[src/rtl/inference_scoreboard_pkg.sv]
`default_nettype none
// ============================================================================
// Package  : nn_eval_pkg
// Brief    : Shared constants, FSM state type and one-hot helper for scoring.
// Revision : 1.0
// ============================================================================
package nn_eval_pkg;

    localparam int NUM_CLASSES = 10;
    localparam int LBL_W       = $clog2(NUM_CLASSES);
    localparam int PCT_SCALE   = 100;

    typedef enum logic [2:0] {
        IDLE   = 3'd0,
        CHECK  = 3'd1,
        DIVIDE = 3'd2,
        REPORT = 3'd3,
        DONE   = 3'd4
    } state_t;

    // Out-of-range labels map to an all-zero vector.
    function automatic logic [NUM_CLASSES-1:0] onehot(input logic [LBL_W-1:0] lbl);
        logic [NUM_CLASSES-1:0] v;
        v = '0;
        if (int'(lbl) < NUM_CLASSES) v[lbl] = 1'b1;
        return v;
    endfunction

endpackage
`default_nettype wire

[src/rtl/inference_scoreboard_if.sv]
`default_nettype none
// ============================================================================
// Interface : inference_scoreboard_if
// Brief     : Valid/ready hand-off of a decision vector and its label.
// Revision  : 1.0
// ============================================================================
interface inference_scoreboard_if import nn_eval_pkg::*; ();

    logic                   in_valid;
    logic                   in_ready;
    logic [NUM_CLASSES-1:0] obtained_output;
    logic [LBL_W-1:0]       label;

    modport master (output in_valid, output obtained_output, output label, input in_ready);
    modport slave  (input in_valid, input obtained_output, input label, output in_ready);

endinterface
`default_nettype wire

[src/rtl/inference_scoreboard_acc_divider.sv]
`default_nettype none
// ============================================================================
// Module   : acc_divider
// Brief    : Fixed-latency restoring divider, one quotient bit per cycle.
// Revision : 1.0
// ============================================================================
module acc_divider #(
    parameter int DIV_W = 15,
    parameter int DVS_W = 8,
    parameter int Q_W   = 9
) (
    input  wire logic             clk,
    input  wire logic             rst_n,
    input  wire logic             i_start,
    input  wire logic             i_abort,
    input  wire logic [DIV_W-1:0] i_dividend,
    input  wire logic [DVS_W-1:0] i_divisor,
    output logic                  o_busy,
    output logic                  o_done,
    output logic [Q_W-1:0]        o_quotient
);

    localparam int ITER_W = $clog2(DIV_W + 1);

    logic [DVS_W-1:0]  rem_q, rem_d, dvs_q, dvs_d;
    logic [DIV_W-1:0]  dq_q, dq_d;
    logic [ITER_W-1:0] iter_q, iter_d;
    logic              busy_q, busy_d, done_q, done_d;

    logic [DVS_W-1:0]  w_rem_src, w_dvs_src;
    logic [DIV_W-1:0]  w_dq_src;
    logic [DVS_W:0]    w_trial;
    logic              w_ge;

    // dq holds the unconsumed dividend bits on the left and the quotient
    // bits shifting in from the right; the first step happens on start.
    always_comb begin
        w_rem_src = i_start ? '0 : rem_q;
        w_dq_src  = i_start ? i_dividend : dq_q;
        w_dvs_src = i_start ? i_divisor : dvs_q;
        w_trial   = {w_rem_src, w_dq_src[DIV_W-1]};
        w_ge      = (w_trial >= {1'b0, w_dvs_src});

        rem_d  = rem_q;
        dq_d   = dq_q;
        dvs_d  = dvs_q;
        iter_d = iter_q;
        busy_d = busy_q;
        done_d = 1'b0;

        if (i_abort) begin
            busy_d = 1'b0;
            iter_d = '0;
        end else if (i_start || busy_q) begin
            rem_d  = w_ge ? DVS_W'(w_trial - {1'b0, w_dvs_src}) : w_trial[DVS_W-1:0];
            dq_d   = {w_dq_src[DIV_W-2:0], w_ge};
            dvs_d  = w_dvs_src;
            iter_d = i_start ? ITER_W'(DIV_W - 1) : iter_q - 1'b1;
            busy_d = (iter_d != '0);
            done_d = (iter_d == '0);
        end
    end

    always_ff @(posedge clk or negedge rst_n) begin
        if (!rst_n) begin
            rem_q  <= '0;
            dq_q   <= '0;
            dvs_q  <= '0;
            iter_q <= '0;
            busy_q <= 1'b0;
            done_q <= 1'b0;
        end else begin
            rem_q  <= rem_d;
            dq_q   <= dq_d;
            dvs_q  <= dvs_d;
            iter_q <= iter_d;
            busy_q <= busy_d;
            done_q <= done_d;
        end
    end

    assign o_busy     = busy_q;
    assign o_done     = done_q;
    assign o_quotient = dq_q[Q_W-1:0];

endmodule
`default_nettype wire

[src/rtl/inference_scoreboard.sv]
`default_nettype none
// ============================================================================
// Module   : inference_scoreboard
// Brief    : Scores each inference against its label, tracks accuracy %.
// Revision : 1.0
// ============================================================================
module inference_scoreboard import nn_eval_pkg::*; #(
    parameter int MAX_INPUTS = 200,
    parameter int ACC_W      = 9,
    parameter int CNT_W      = $clog2(MAX_INPUTS + 1),
    parameter int DIV_W      = CNT_W + 7
) (
    input  wire logic              clk,
    input  wire logic              rst_overall_n,
    input  wire logic              clear,
    inference_scoreboard_if.slave  in_if,
    output logic [NUM_CLASSES-1:0] expected_output,
    output logic [CNT_W-1:0]       correct_count,
    output logic [CNT_W-1:0]       count,
    output logic [ACC_W-1:0]       accuracy,
    output logic                   begin_next,
    output logic                   label_err,
    output logic                   all_done
);

    state_t                 state_q, state_d;
    logic [NUM_CLASSES-1:0] obt_q, obt_d, exp_q, exp_d;
    logic [LBL_W-1:0]       lbl_q, lbl_d;
    logic [CNT_W-1:0]       count_q, count_d, correct_q, correct_d;
    logic [ACC_W-1:0]       acc_q, acc_d;
    logic                   lerr_q, lerr_d, bnext_q, bnext_d;
    logic                   rdy_q, rdy_d, all_done_q, all_done_d;

    logic                   w_in_range, w_hit;
    logic                   w_div_start, w_div_abort, w_div_busy, w_div_done;
    logic [DIV_W-1:0]       w_dividend;
    logic [ACC_W-1:0]       w_quo;

    always_comb begin
        state_d     = state_q;
        obt_d       = obt_q;
        lbl_d       = lbl_q;
        count_d     = count_q;
        correct_d   = correct_q;
        acc_d       = acc_q;
        exp_d       = exp_q;
        lerr_d      = lerr_q;
        bnext_d     = 1'b0;
        w_div_start = 1'b0;
        w_div_abort = 1'b0;
        w_in_range  = (int'(lbl_q) < NUM_CLASSES);
        w_hit       = w_in_range && (obt_q == onehot(lbl_q));

        case (state_q)
            IDLE: begin
                if (in_if.in_valid && rdy_q) begin
                    obt_d   = in_if.obtained_output;
                    lbl_d   = in_if.label;
                    state_d = CHECK;
                end
            end
            CHECK: begin
                count_d     = count_q + 1'b1;
                correct_d   = correct_q + CNT_W'(w_hit);
                exp_d       = onehot(lbl_q);
                lerr_d      = lerr_q | ~w_in_range;
                w_div_start = 1'b1;
                state_d     = DIVIDE;
            end
            DIVIDE: begin
                if (w_div_done && !w_div_busy) begin
                    acc_d   = w_quo;
                    bnext_d = 1'b1;
                    state_d = REPORT;
                end
            end
            REPORT:  state_d = (count_q == CNT_W'(MAX_INPUTS)) ? DONE : IDLE;
            DONE:    state_d = DONE;
            default: state_d = IDLE;
        endcase

        // Restart wins over everything, including a handshake or a finishing divide.
        if (clear) begin
            state_d     = IDLE;
            count_d     = '0;
            correct_d   = '0;
            acc_d       = '0;
            exp_d       = '0;
            lerr_d      = 1'b0;
            bnext_d     = 1'b0;
            w_div_start = 1'b0;
            w_div_abort = 1'b1;
        end

        rdy_d      = (state_d == IDLE);
        all_done_d = (state_d == DONE);
    end

    // Operands are taken from the freshly updated counters in CHECK.
    assign w_dividend = DIV_W'(correct_d) * DIV_W'(PCT_SCALE);

    acc_divider #(
        .DIV_W (DIV_W),
        .DVS_W (CNT_W),
        .Q_W   (ACC_W)
    ) u_acc_divider (
        .clk        (clk),
        .rst_n      (rst_overall_n),
        .i_start    (w_div_start),
        .i_abort    (w_div_abort),
        .i_dividend (w_dividend),
        .i_divisor  (count_d),
        .o_busy     (w_div_busy),
        .o_done     (w_div_done),
        .o_quotient (w_quo)
    );

    always_ff @(posedge clk or negedge rst_overall_n) begin
        if (!rst_overall_n) begin
            state_q    <= IDLE;
            obt_q      <= '0;
            lbl_q      <= '0;
            count_q    <= '0;
            correct_q  <= '0;
            acc_q      <= '0;
            exp_q      <= '0;
            lerr_q     <= 1'b0;
            bnext_q    <= 1'b0;
            rdy_q      <= 1'b1;
            all_done_q <= 1'b0;
        end else begin
            state_q    <= state_d;
            obt_q      <= obt_d;
            lbl_q      <= lbl_d;
            count_q    <= count_d;
            correct_q  <= correct_d;
            acc_q      <= acc_d;
            exp_q      <= exp_d;
            lerr_q     <= lerr_d;
            bnext_q    <= bnext_d;
            rdy_q      <= rdy_d;
            all_done_q <= all_done_d;
        end
    end

    assign in_if.in_ready  = rdy_q;
    assign expected_output = exp_q;
    assign correct_count   = correct_q;
    assign count           = count_q;
    assign accuracy        = acc_q;
    assign begin_next      = bnext_q;
    assign label_err       = lerr_q;
    assign all_done        = all_done_q;

endmodule
`default_nettype wire

[src/flat_wrapper.sv]
// flat-port wrapper written by rule: the top's interface ports become plain ports
module inference_scoreboard_flat import nn_eval_pkg::*;
#(
    parameter int MAX_INPUTS = 200,
    parameter int ACC_W      = 9,
    parameter int CNT_W      = $clog2(MAX_INPUTS + 1),
    parameter int DIV_W      = CNT_W + 7
)
  (clk, rst_overall_n, clear, expected_output, correct_count, count, accuracy, begin_next, label_err, all_done, in_if_in_valid, in_if_obtained_output, in_if_label, in_if_in_ready);
  inference_scoreboard_if in_if_i ();
  input  wire logic clk;
  input  wire logic rst_overall_n;
  input  wire logic clear;
  output logic [NUM_CLASSES-1:0] expected_output;
  output logic [CNT_W-1:0] correct_count;
  output logic [CNT_W-1:0] count;
  output logic [ACC_W-1:0] accuracy;
  output logic begin_next;
  output logic label_err;
  output logic all_done;
  input wire logic [$bits(in_if_i.in_valid)-1:0] in_if_in_valid;
  input wire logic [$bits(in_if_i.obtained_output)-1:0] in_if_obtained_output;
  input wire logic [$bits(in_if_i.label)-1:0] in_if_label;
  output wire logic [$bits(in_if_i.in_ready)-1:0] in_if_in_ready;
  assign in_if_i.in_valid = in_if_in_valid;
  assign in_if_i.obtained_output = in_if_obtained_output;
  assign in_if_i.label = in_if_label;
  assign in_if_in_ready = in_if_i.in_ready;
  inference_scoreboard #(.MAX_INPUTS(MAX_INPUTS), .ACC_W(ACC_W), .CNT_W(CNT_W), .DIV_W(DIV_W)) u_core (.clk(clk), .rst_overall_n(rst_overall_n), .clear(clear), .in_if(in_if_i), .expected_output(expected_output), .correct_count(correct_count), .count(count), .accuracy(accuracy), .begin_next(begin_next), .label_err(label_err), .all_done(all_done));
endmodule
[config.mk]
export PLATFORM = sky130hd
export DESIGN_NAME = inference_scoreboard_flat
export DESIGN_NICKNAME = d
export VERILOG_FILES = /design/src/rtl/inference_scoreboard_pkg.sv /design/src/rtl/inference_scoreboard_if.sv /design/src/rtl/inference_scoreboard_acc_divider.sv /design/src/rtl/inference_scoreboard.sv /design/src/flat_wrapper.sv
export SDC_FILE = /design/constraint.sdc
export NUM_CORES = 1
export LEC_CHECK = 0
export CORE_UTILIZATION = 65
export DETAILED_ROUTE_END_ITERATION = 6
export DONT_BUFFER_PORTS = 1
export PLACE_DENSITY = 0.86
export SKIP_LAST_GASP = 1
export SYNTH_ARGS = -nofsm -noshare
export SYNTH_HDL_FRONTEND = slang
export SYNTH_HIERARCHICAL = 1
export SYNTH_SLANG_ARGS = --single-unit
[constraint.sdc]
create_clock -name clk -period 10.95 [get_ports clk]
set_clock_uncertainty 0.2 [all_clocks]
set_input_delay 2.19 -clock clk [delete_from_list [all_inputs] [get_ports clk]]
set_output_delay 2.19 -clock clk [all_outputs]
set_load 0.005 [all_outputs]
==> results of run 1 <==
## cells in the final DEF, fill, tap and decap left out, drive strengths merged, types with 7 or more instances in the layout
cell / count
a31oi: 8
a21oi: 42
nand2: 70
dfrtp: 92
nand3: 19
xor2: 14
mux2i: 23
ha: 40
nor2b: 14
inv: 19
clkbuf: 9
nand4: 7
xnor2: 17
nor3: 12
nor2: 53
o21ai: 40
mux2: 12
## per-stage QoR
| step | instance area (sq um) | hold slack, ns | util [%] | setup slack [ns] |
|---|---|---|---|---|
| 2_1_floorplan | 5530 | 0.242 | - | 4.31 |
| 3_3_place_gp | 5480 | 0.253 | 66.7 | 4.03 |
| 3_5_place_dp | 5480 | 0.269 | 66.7 | 3.64 |
| 4_1_cts | 5710 | 0.291 | 69.4 | 3.58 |
| 5_1_grt | 5710 | 0.316 | 69.4 | 2.96 |
| 6_report | 5710 | 0.291 | 69.4 | 3.53 |
## registers in the layout (all words and copies together) (netlist names), 3 cells and up
name	flops
u_core/correct_count	8
u_core/accuracy	9
u_core/lbl_q	4
u_core/count	8
u_core/obt_q	10
u_core/u_acc_divider/rem_q	8
u_core/u_acc_divider/iter_q	4
u_core/expected_output	10
u_core/state_q	3
u_core/u_acc_divider/dq_q	15
u_core/u_acc_divider/dvs_q	8
## cell type report
| type | count | area (sq um) | area share [%] |
|---|---|---|---|
| clock inverter | 7 | 105 | 1.84 |
| sequential | 93 | 2330 | 40.8 |
| timing repair buffer | 1 | 7.51 | 0.132 |
| multi-input combinational | 440 | 2950 | 51.6 |
| clock buffer | 9 | 124 | 2.17 |
| tap | 105 | 131 | 2.30 |
| inverter | 17 | 63.8 | 1.12 |
## power by group
group	switching [uW]	internal, uW	leakage [uW]
Sequential	69.5	408	0.00124
Combinational	212	164	0.00120
Clock	129	132	0.000112
## how the worst max path moves through the flow
stage | cells past startpoint | startpoint | to | slack (ns)
after floorplan | 20 | clear | u_core/u_acc_divider/rem_q[6]$_DFFE_PN0P_ | 4.31
after global placement | 28 | u_core/lbl_q[1]$_DFFE_PN0P_ | u_core/u_acc_divider/rem_q[6]$_DFFE_PN0P_ | 4.03
after detailed placement | 28 | u_core/lbl_q[1]$_DFFE_PN0P_ | u_core/u_acc_divider/rem_q[6]$_DFFE_PN0P_ | 3.64
after CTS | 28 | u_core/lbl_q[1]$_DFFE_PN0P_ | u_core/u_acc_divider/rem_q[6]$_DFFE_PN0P_ | 3.58
after global routing | 28 | u_core/lbl_q[1]$_DFFE_PN0P_ | u_core/u_acc_divider/rem_q[6]$_DFFE_PN0P_ | 2.96
final | 28 | u_core/lbl_q[1]$_DFFE_PN0P_ | u_core/u_acc_divider/rem_q[6]$_DFFE_PN0P_ | 3.53
## metal layers
layer	share of wire (%)	vias to the layer above	GRT usage, %
met2	52	115	47.9
li1	-	1991	-
met4	1.4	0	9.49
met1	42	2102	36.2
met3	5.0	18	4.77
met5	0	-	0
## worst max-delay path, delay by kind of cell (launching register included)
kind                     cells  cell delay [ns]
AND/OR/NAND/NOR              8             2.19
AO/OA/AOI/OAI                7             0.99
buffers and inverters        2             0.11
flip-flops                   1             0.74
adder cells (fa/ha/maj)      8             2.52
multiplexers                 1             0.20
XOR/XNOR                     2             0.33
## logic make-up (layout without fill, tap and decap cells)
kind of cell | count (synthesis) | in the layout | synth area share [%]
AO/OA/AOI/OAI | 122 | 122 | 13.1
XOR/XNOR | 31 | 31 | 4.91
adder cells (fa/ha/maj) | 44 | 44 | 10.5
buffers and inverters | 54 | 34 | 4.78
flip-flops | 93 | 93 | 42.1
multiplexers | 35 | 35 | 6.61
other | 1 | 2 | 0.0679
AND/OR/NAND/NOR | 206 | 206 | 17.9
==> qor.yml, run 1 <==
wl_per_cell_um: 17.3
area_growth_pct: 3.24
fmaxAchievable_ghz: 0.135
outcome: "complete, no violations"
numCtsBuffers: 9
die_y_um: 94.2
finalSetupTns_ns: 0
ys_seq_area_share_pct: 42.1
ys_types: 63
clkTransAtPathRegs_ns: 0.09
async_flop_share_pct: 100
r2r_slack_ns: 3.53
insertion_delay_ns: 0.36
grt_pass1_vias: 4219
h-tree-depth: 3
critPathRequiredTime_ns: 11.00
hp-class: "reg2reg"
crit_fanout: 21
rr_startpoint: "u_core/lbl_q[1]$_DFFE_PN0P_"
slowest_delay_ns: 0.74
clk_path_buf_depth: 2
diodes: 0
io_buffers: 0
cts_tree: "built"
rsz0062_at_grt: "false"
fin_nets: 624
grt_max_degree: 94
coreArea_sq_um: 8220
floorplan.initialDensity_pct: 67.3
grt_first_pass_wirelength_um: 19600
max_slew_margin_pct: 39.9
cp_slowest_cell: "dfrtp_1"
via_count: 4226
powerDensity_nw_per_um2: 195
post_cts_buffers: 0
power_leakage_uw: 0.00255
hp-start: "u_core/u_acc_divider/dvs_q[7]$_DFFE_PN0P_"
synth_top_cell_by_area: "dfrtp_1"
synth_seq_cells: 93
gp_congestion: 0.869
synth_top_area_share_pct: 41.7
fin_cells: 672
detail_route.wirelength_um: 11600
cts_hold_buf: 0
synth.most_common_cell: "dfrtp_1"
critPathCaptureType: "flop"
yosys_warnings: 6
synthCells: 586
first_iter_violations: 279
netlist_top_cells_area: "dfrtp_1, ha_1, nand2_1, mux2i_1, a21oi_1"
ioPinCount: 57
place_hpwl_um: 8070
ir_drop_mv: 0.0909
avgSynthCellArea_sq_um: 9.43
die-area_sq_um: 8880
finalPower_uw: 1110
hold_end: "u_core/u_acc_divider/dvs_q[7]$_DFFE_PN0P_"
first_pass_iters: 5
die_x_um: 94.2
setup_viol: 0
antenna_found_initial: 0
synth_flop_cell: "dfrtp_1"
timing.rr.end: "u_core/u_acc_divider/rem_q[6]$_DFFE_PN0P_"
grt_util_all_layers_pct: 28.2
synth_edf_count: 0
ant_nets: 0
grt_overflow: 0
min_period_over_period_pct: 67.8
ys_top_cells_by_count: "dfrtp_1, nand2_1, nor2_1"
min_period_ns: 7.42
final_layout_size_suffix_gt1_share_pct: 6.70
drv_slew: 0
synth_area_sq_um: 5530
cp.arrival_ns: 7.47
clock-sinks: 93
r2r_cells: 28
critPathLaunchType: "flop"
hold_depth: 2
drc: 0
crit_top_cell: "ha_1"
dp_cells: 656
path_class: "reg2reg"
vias_per_cell: 6.29
ctsResizeCount: 0
tightest_slew_ns: 0.902
fillerInstances: 608
clockRootBuffer: "clkbuf_8"
hold_viol: 0
cap_violations: 0
core.rowCount: 33
(Power assumes the default switching activity.)
==> run 2: changes to the inputs <==
- CORE_UTILIZATION: 65 -> 64
- PLACE_DENSITY: 0.86 -> 0.85
- clock period: 10.95 -> 7.55 ns (I/O delays scaled with it)
==> run 2 against run 1 <==
Sequential share of layout area increased by 0.26 points; combinational power increased by 46%; die area is 1.5% higher; first-iteration DRC count shrank 8.6%; utilization is 1.1 points lower; sequential power rose by 44%; hold slack worse by 0.0014 ns; sequential cell count stayed put; fmax is 4.3% higher; register-to-register slack worse by 3.1 ns; global-route usage shrank 1.7 points; non-clock buffer count increased by 1.
==> qor.yml, run 2 (same netlist as run 1, synthesis figures left out) <==
place_hpwl_um: 7960  # -1.4%
critPathTopFamily: "adder cells"
ioPinCount: 57  # unchanged
floorplan.initialDensity_pct: 66.6  # -0.67 points
crit_top_cell: "ha_1"
coreArea_sq_um: 8300  # +1.0%
max_slew_margin_pct: 40.7  # +0.83 points
gp_congestion: 0.877  # +0.86%
clockRootBuffer: "clkbuf_8"
crit_buf_inv: 2  # unchanged
clkPwrFrac_pct: 20.5  # -3.0 points
drc: 0  # unchanged
wl_per_cell_um: 16.8  # -2.7%
core.rowCount: 33  # unchanged
multi_input_area_sq_um: 2950  # unchanged
grt_overflow: 0  # unchanged
hp-class: "reg2reg"
r2r_cells: 28  # unchanged
path_class: "reg2reg"
fillerInstances: 608  # unchanged
ctsResizeCount: 0  # unchanged
tightest_slew_ns: 0.889  # -0.0125 ns
grt_pass1_vias: 3967  # -6.0%
first_pass_iters: 5  # unchanged
whs_ns: 0.289  # -0.00137 ns
via_count: 4167  # -1.4%
grt_max_degree: 94  # unchanged
ir_drop_mv: 0.149  # +64%
fmaxAchievable_ghz: 0.141  # +4.3%
finalPower_uw: 1560  # +40%
layout_common_cells: "dfrtp_1, nand2_1, nor2_1"
grt_first_pass_wirelength_um: 18500  # -5.6%
h-tree-depth: 3  # unchanged
power_leakage_uw: 0.00253  # -0.72%
io_buffers: 0  # unchanged
numCtsBuffers: 9  # unchanged
outcome: "complete, no violations"
min_period_over_period_pct: 94.2  # +26 points
drv_slew: 0  # unchanged
cp_slowest_cell: "dfrtp_1"
fin_nets: 625  # +0.16%
min_period_ns: 7.11  # -0.305 ns
cts_tree: "built"
detail_route.wirelength_um: 11300  # -2.6%
finalSetupTns_ns: 0  # unchanged
combPwrFrac_pct: 35.3  # +1.6 points
cp.arrival_ns: 7.17  # -0.30 ns
hold_depth: 2  # unchanged
die_x_um: 94.9  # +0.76%
utilization_pct: 68.4  # -1.1 points
final_layout_size_suffix_gt1_share_pct: 7.04  # +0.34 points
critPathRequiredTime_ns: 7.61  # -3.39 ns
intPower_uw: 959  # +36%
top_register: "u_core/u_acc_divider/dq_q"
rsz0062_at_grt: "false"
seqPwrFrac_pct: 44.2  # +1.3 points
setup_slack_ns: 0.436  # -3.09 ns
ant_nets: 0  # unchanged
largest_reg_flops: 15  # unchanged
switchingPower_uw: 597  # +46%
insertion_delay_ns: 0.36  # about the same
grt_util_all_layers_pct: 26.5  # -1.7 points
critPathCaptureType: "flop"
area_growth_pct: 2.65
cts_hold_buf: 0  # unchanged
antenna_found_initial: 0  # unchanged
path_depth: 28  # unchanged
final_common_cell: "dfrtp_1"
cap_violations: 0  # unchanged
clkTransAtPathRegs_ns: 0.10  # about the same
p_sw_share_pct: 38.4  # +1.6 points
setup_viol: 0  # unchanged
ff_latch_area_sq_um: 2330  # about the same
crit_fanout: 13  # -38%
clock-sinks: 93  # unchanged
post_cts_buffers: 0  # unchanged
post-place-ws_ns: 0.504  # -3.13 ns
diodes: 0  # unchanged
die-area_sq_um: 9010  # +1.5%
die_y_um: 94.9  # +0.76%
clk_path_buf_depth: 2  # unchanged
powerDensity_nw_per_um2: 274  # +40%
vias_per_cell: 6.19  # -1.5%
critPathLaunchType: "flop"
slowest_delay_ns: 0.56  # -0.18 ns
hold_viol: 0  # unchanged
first_iter_violations: 255  # -8.6%
[run 2: changes by cell type in the layout (fill, tap and decap cells not counted), sizes merged]
cell,delta
bufinv,-2
inv,+1
clkinvlp,+1
buf,+1
[run 2: cell type report]
class,instances,share of cell area (%)
tap,105,2.32
clock buffer,9,2.18
inverter,17,1.12
multi-input combinational,440,51.9
sequential,93,41.1
clock inverter,7,1.12
timing repair buffer,2,0.265
[run 2: per-stage QoR]
step | area (sq um) | std cells
5_1_grt | 5670 | 673
3_3_place_gp | 5480 | 657
3_5_place_dp | 5480 | 657
2_1_floorplan | 5530 | 587
6_report | 5670 | 673
4_1_cts | 5670 | 673
[run 2: path summary, 6_finish.rpt]
path                                                                  end  slack [ns]                                 startpoint
worst max-delay path            u_core/u_acc_divider/rem_q[6]$_DFFE_PN0P_        0.44                u_core/lbl_q[2]$_DFFE_PN0P_
min in group asynchronous                     u_core/obt_q[4]$_DFFE_PN0P_        0.63                              rst_overall_n
worst max register to register  u_core/u_acc_divider/rem_q[6]$_DFFE_PN0P_        0.44                u_core/lbl_q[2]$_DFFE_PN0P_
worst min-delay path            u_core/u_acc_divider/dvs_q[7]$_DFFE_PN0P_        0.29  u_core/u_acc_divider/dvs_q[7]$_DFFE_PN0P_
worst min register to register  u_core/u_acc_divider/dvs_q[7]$_DFFE_PN0P_        0.29  u_core/u_acc_divider/dvs_q[7]$_DFFE_PN0P_
max in group asynchronous                 u_core/in_if.in_ready$_DFF_PN1_        6.32                              rst_overall_n
[run 2: power groups by stage]
stage	Sequential (uW)	Combinational, uW	Clock, uW
floorplan	649	501	0
global placement	686	515	0
detailed placement	695	538	0
CTS	684	541	328
global route	700	616	348
finish	688	549	319
[run 2: metal layers]
metal | vias to the layer above | routed length, um | global-route usage [%]
met5 | - | 0 | 0
met4 | 0 | 174 | 9.60
met3 | 17 | 538 | 3.70
met2 | 111 | 5640 | 45.1
met1 | 2039 | 4980 | 34.3
li1 | 2000 | - | -
[run 2: worst reg2reg max path: cells and delay by family (launching register included)]
kind,cells,cell delay (ns)
adders and majority gates,8,2.59
buffers and inverters,2,0.13
AOI/OAI and AO/OA,7,0.95
and+or+nand+nor,8,2.08
DFF,1,0.56
muxes,1,0.19
xor gates and xnor gates,2,0.32
==> run 3: changes to the inputs <==
- SYNTH_HIERARCHICAL: 1 -> default
==> run 3 against run 2 <==
Combinational power rose by 7.3%; setup slack improved by 0.078 ns; cell count down 0.30%; sequential share of layout area increased by 0.062 points; clock power up 2%; utilization is 0.66 points higher; design area about the same; fmax is 1.1% higher; register-to-register slack better by 0.08 ns; clock-buffer cell count unchanged; critical path type unchanged; largest cell class unchanged; largest power group unchanged.
==> qor.yml, run 3 <==
numCtsBuffers: 9  # unchanged
grt_overflow: 0  # unchanged
setup_slack_ns: 0.514  # +0.0777 ns
wl_per_cell_um: 16.9  # +0.58%
cts_tree: "built"
vias_per_cell: 6.18  # -0.26%
diodes: 0  # unchanged
netlist_top_cells_area: "dfrtp_1, ha_1, nand2_1, nor2_1, a21oi_1"
dp_cells: 653  # -0.61%
finalPower_uw: 1630  # +4.5%
post-place-ws_ns: 0.467  # -0.0370 ns
h-tree-depth: 3  # unchanged
synth_top_cell_by_area: "dfrtp_1"
synth_edf_count: 0  # unchanged
clkTransAtPathRegs_ns: 0.10  # about the same
gp_congestion: 0.871  # -0.65%
min_period_over_period_pct: 93.2  # -1.0 points
via_count: 4144  # -0.55%
grt_first_pass_wirelength_um: 18600  # +0.41%
antenna_found_initial: 0  # unchanged
insertion_delay_ns: 0.37  # about the same
whs_ns: 0.275  # -0.0148 ns
ys_seq_area_share_pct: 43.0  # +0.88 points
ys_top_cells_by_count: "dfrtp_1, nand2_1, nor2_1"
critPathCaptureType: "flop"
die_y_um: 94.0  # -1.0%
muxShareOfSynthArea_pct: 6.12  # -0.49 points
intPower_uw: 1000  # +4.7%
slowest_delay_ns: 0.45  # -0.11 ns
drc: 0  # unchanged
ys_types: 58  # -7.9%
combPwrFrac_pct: 36.2  # +0.9 points
hold_viol: 0  # unchanged
first_iter_violations: 269  # +5.5%
fmaxAchievable_ghz: 0.142  # +1.1%
synthCells: 572  # -2.4%
grt_pass1_vias: 3925  # -1.1%
ant_nets: 0  # unchanged
finalSetupTns_ns: 0  # unchanged
io_buffers: 0  # unchanged
synth_seq_cells: 93  # unchanged
floorplan.initialDensity_pct: 65.9  # -0.70 points
path_class: "reg2reg"
timing.rr.end: "u_core.u_acc_divider.rem_q[6]$_DFFE_PN0P_"
ir_drop_mv: 0.195  # +31%
drv_slew: 0  # unchanged
yosys_warnings: 0  # -6
power_leakage_uw: 0.00267  # +5.4%
outcome: "complete, no violations"
rr_startpoint: "u_core.lbl_q[3]$_DFFE_PN0P_"
top_register: "u_core.u_acc_divider.dq_q"
clockRootBuffer: "clkbuf_8"
clkPwrFrac_pct: 20.0  # -0.5 points
setup_viol: 0  # unchanged
ff_latch_area_sq_um: 2330  # +0.11%
min_period_ns: 7.04  # -0.0777 ns
critPathRequiredTime_ns: 7.64  # +0.03 ns
synth_flop_cell: "dfrtp_1"
area_growth_pct: 4.74
synth_fa_ha_area_share_pct: 11.2  # +0.68 points
final_layout_size_suffix_gt1_share_pct: 10.4  # +3.4 points
cap_violations: 0  # unchanged
tightest_slew_ns: 0.615  # -0.275 ns
core.rowCount: 33  # unchanged
grt_max_degree: 94  # unchanged
grt_util_all_layers_pct: 27.4  # +0.84 points
layout_common_cells: "dfrtp_1, nor2_1, nand2_1"
async_flop_share_pct: 100  # unchanged
critPathTopFamily: "adder cells"
first_pass_iters: 5  # unchanged
crit_start: "u_core.lbl_q[3]$_DFFE_PN0P_"
cp_slowest_cell: "dfrtp_2"
fin_nets: 625  # unchanged
final_common_cell: "dfrtp_1"
wl_met3_um: 745  # +38%
r2r_cells: 30  # +7.1%
powerDensity_nw_per_um2: 287  # +4.6%
seqPwrFrac_pct: 43.8  # -0.4 points
coreArea_sq_um: 8220  # -1.0%
multi_input_area_sq_um: 2880  # -2.3%
avgSynthCellArea_sq_um: 9.46  # +0.36%
synth_top_family_by_area: "simple AND/OR/NAND/NOR gates"
met2_length_um: 5600  # -0.80%
hold_end: "u_core.u_acc_divider.rem_q[2]$_DFFE_PN0P_"
hold_depth: 2  # unchanged
synth_top_area_share_pct: 42.5  # +0.87 points
fin_cells: 671  # -0.30%
synth-simple-area-share_pct: 18.5  # +0.63 points
die_x_um: 94.0  # -1.0%
clock-sinks: 93  # unchanged
r2r_slack_ns: 0.51  # +0.08 ns
clk_path_buf_depth: 2  # unchanged
cp.arrival_ns: 7.13  # -0.04 ns
crit_buf_inv: 2  # unchanged
detail_route.wirelength_um: 11400  # +0.28%
cts_hold_buf: 0  # unchanged
crit_top_cell: "ha_1"
wl_met1_um: 4830  # -3.0%
p_sw_share_pct: 38.3  # -0.12 points
ioPinCount: 57  # unchanged
fillerInstances: 602  # -0.99%
rsz0062_at_grt: "false"
synth_compound_area_share_pct: 12.8  # -0.31 points
largest_reg_flops: 15  # unchanged
critPathLaunchType: "flop"
synth_xor_area_share_pct: 4.37  # -0.54 points
synth.most_common_cell: "dfrtp_1"
place_hpwl_um: 8030  # +0.92%
crit_fanout: 6  # -7
synth_area_sq_um: 5410  # -2.0%
max_slew_margin_pct: 59.0  # +18 points
die-area_sq_um: 8830  # -2.0%
hp-start: "u_core.u_acc_divider.rem_q[2]$_DFFE_PN0P_"
switchingPower_uw: 622  # +4.2%
routed.top_layer: "met4"
hp-class: "reg2reg"
syn-num-nets: 636
-- run 3: changes by cell type after synthesis, moves of 4 or more --
cell / delta
nor2b_1: -5
mux2i_1: -9
nand2_1: -6
mux2_2: +4
clkbuf_1: +7
o21ai_0: -17
and2_1: +6
inv_1: +9
buf_2: -8
buf_4: -9
nor2_1: +12
a211oi_1: +4
a21oi_1: -4
-- run 3: logic make-up (layout without fill, tap and decap cells) --
kind of cell             count (synthesis)  after routing
flip-flops                              93             93
buffers and inverters                   53             47
AO/OA/AOI/OAI                          109            109
AND/OR/NAND/NOR                        213            213
adder cells (fa/ha/maj)                 46             46
XOR/XNOR                                27             27
multiplexers                            31             31
-- run 3: worst max path at each step --
stage                                                           end  slack (ns)  cells after the start
after floorplan           u_core.u_acc_divider.rem_q[6]$_DFFE_PN0P_        1.13                     30
after global placement    u_core.u_acc_divider.rem_q[6]$_DFFE_PN0P_        0.80                     30
after detailed placement  u_core.u_acc_divider.rem_q[6]$_DFFE_PN0P_        0.47                     30
after CTS                 u_core.u_acc_divider.rem_q[6]$_DFFE_PN0P_        0.41                     30
after global routing      u_core.u_acc_divider.rem_q[6]$_DFFE_PN0P_        0.03                     30
final                     u_core.u_acc_divider.rem_q[6]$_DFFE_PN0P_        0.51                     30
-- run 3: timing repair --
item	in CTS	in global routing
gates resized for setup	0	4
endpoints found under the setup margin	0	2
setup buffers	0	2
-- run 3: worst min-delay path: cells and delay by family (launching register included) --
kind,cells,cell delay [ns]
AO/OA/AOI/OAI,1,0.04
flip-flops,1,0.35
AND/OR/NAND/NOR,1,0.06
-- run 3: area by class of cell --
type                            instances  share of cell area [%]
Multi-Input combinational cell        426                    50.7
Sequential cell                        93                    41.1
Tap cell                              105                    2.32
Clock buffer                            9                    2.18
Inverter                               25                    1.65
Clock inverter                          7                    1.19
Timing Repair Buffer                    6                   0.794
-- run 3: routing by layer --
layer | global-route usage, % | vias up
met5 | 0 | -
met4 | 8.21 | 0
met3 | 5.58 | 17
met2 | 45.3 | 144
met1 | 36.2 | 2016
li1 | - | 1967
-- run 3: power by group through the flow --
stage | Combinational, uW | Sequential (uW) | Clock (uW)
after detailed placement | 567 | 719 | 0
after global routing | 654 | 728 | 349
after global placement | 539 | 712 | 0
final | 589 | 713 | 325
after CTS | 570 | 710 | 330
after floorplan | 509 | 666 | 0
-- run 3: through the flow --
stage | instance area (sq um) | utilization (%)
global placement | 5460 | 66.4
CTS | 5650 | 68.8
floorplan | 5410 | -
finish | 5670 | 69.0
detailed placement | 5460 | 66.4
global route | 5670 | 69.0
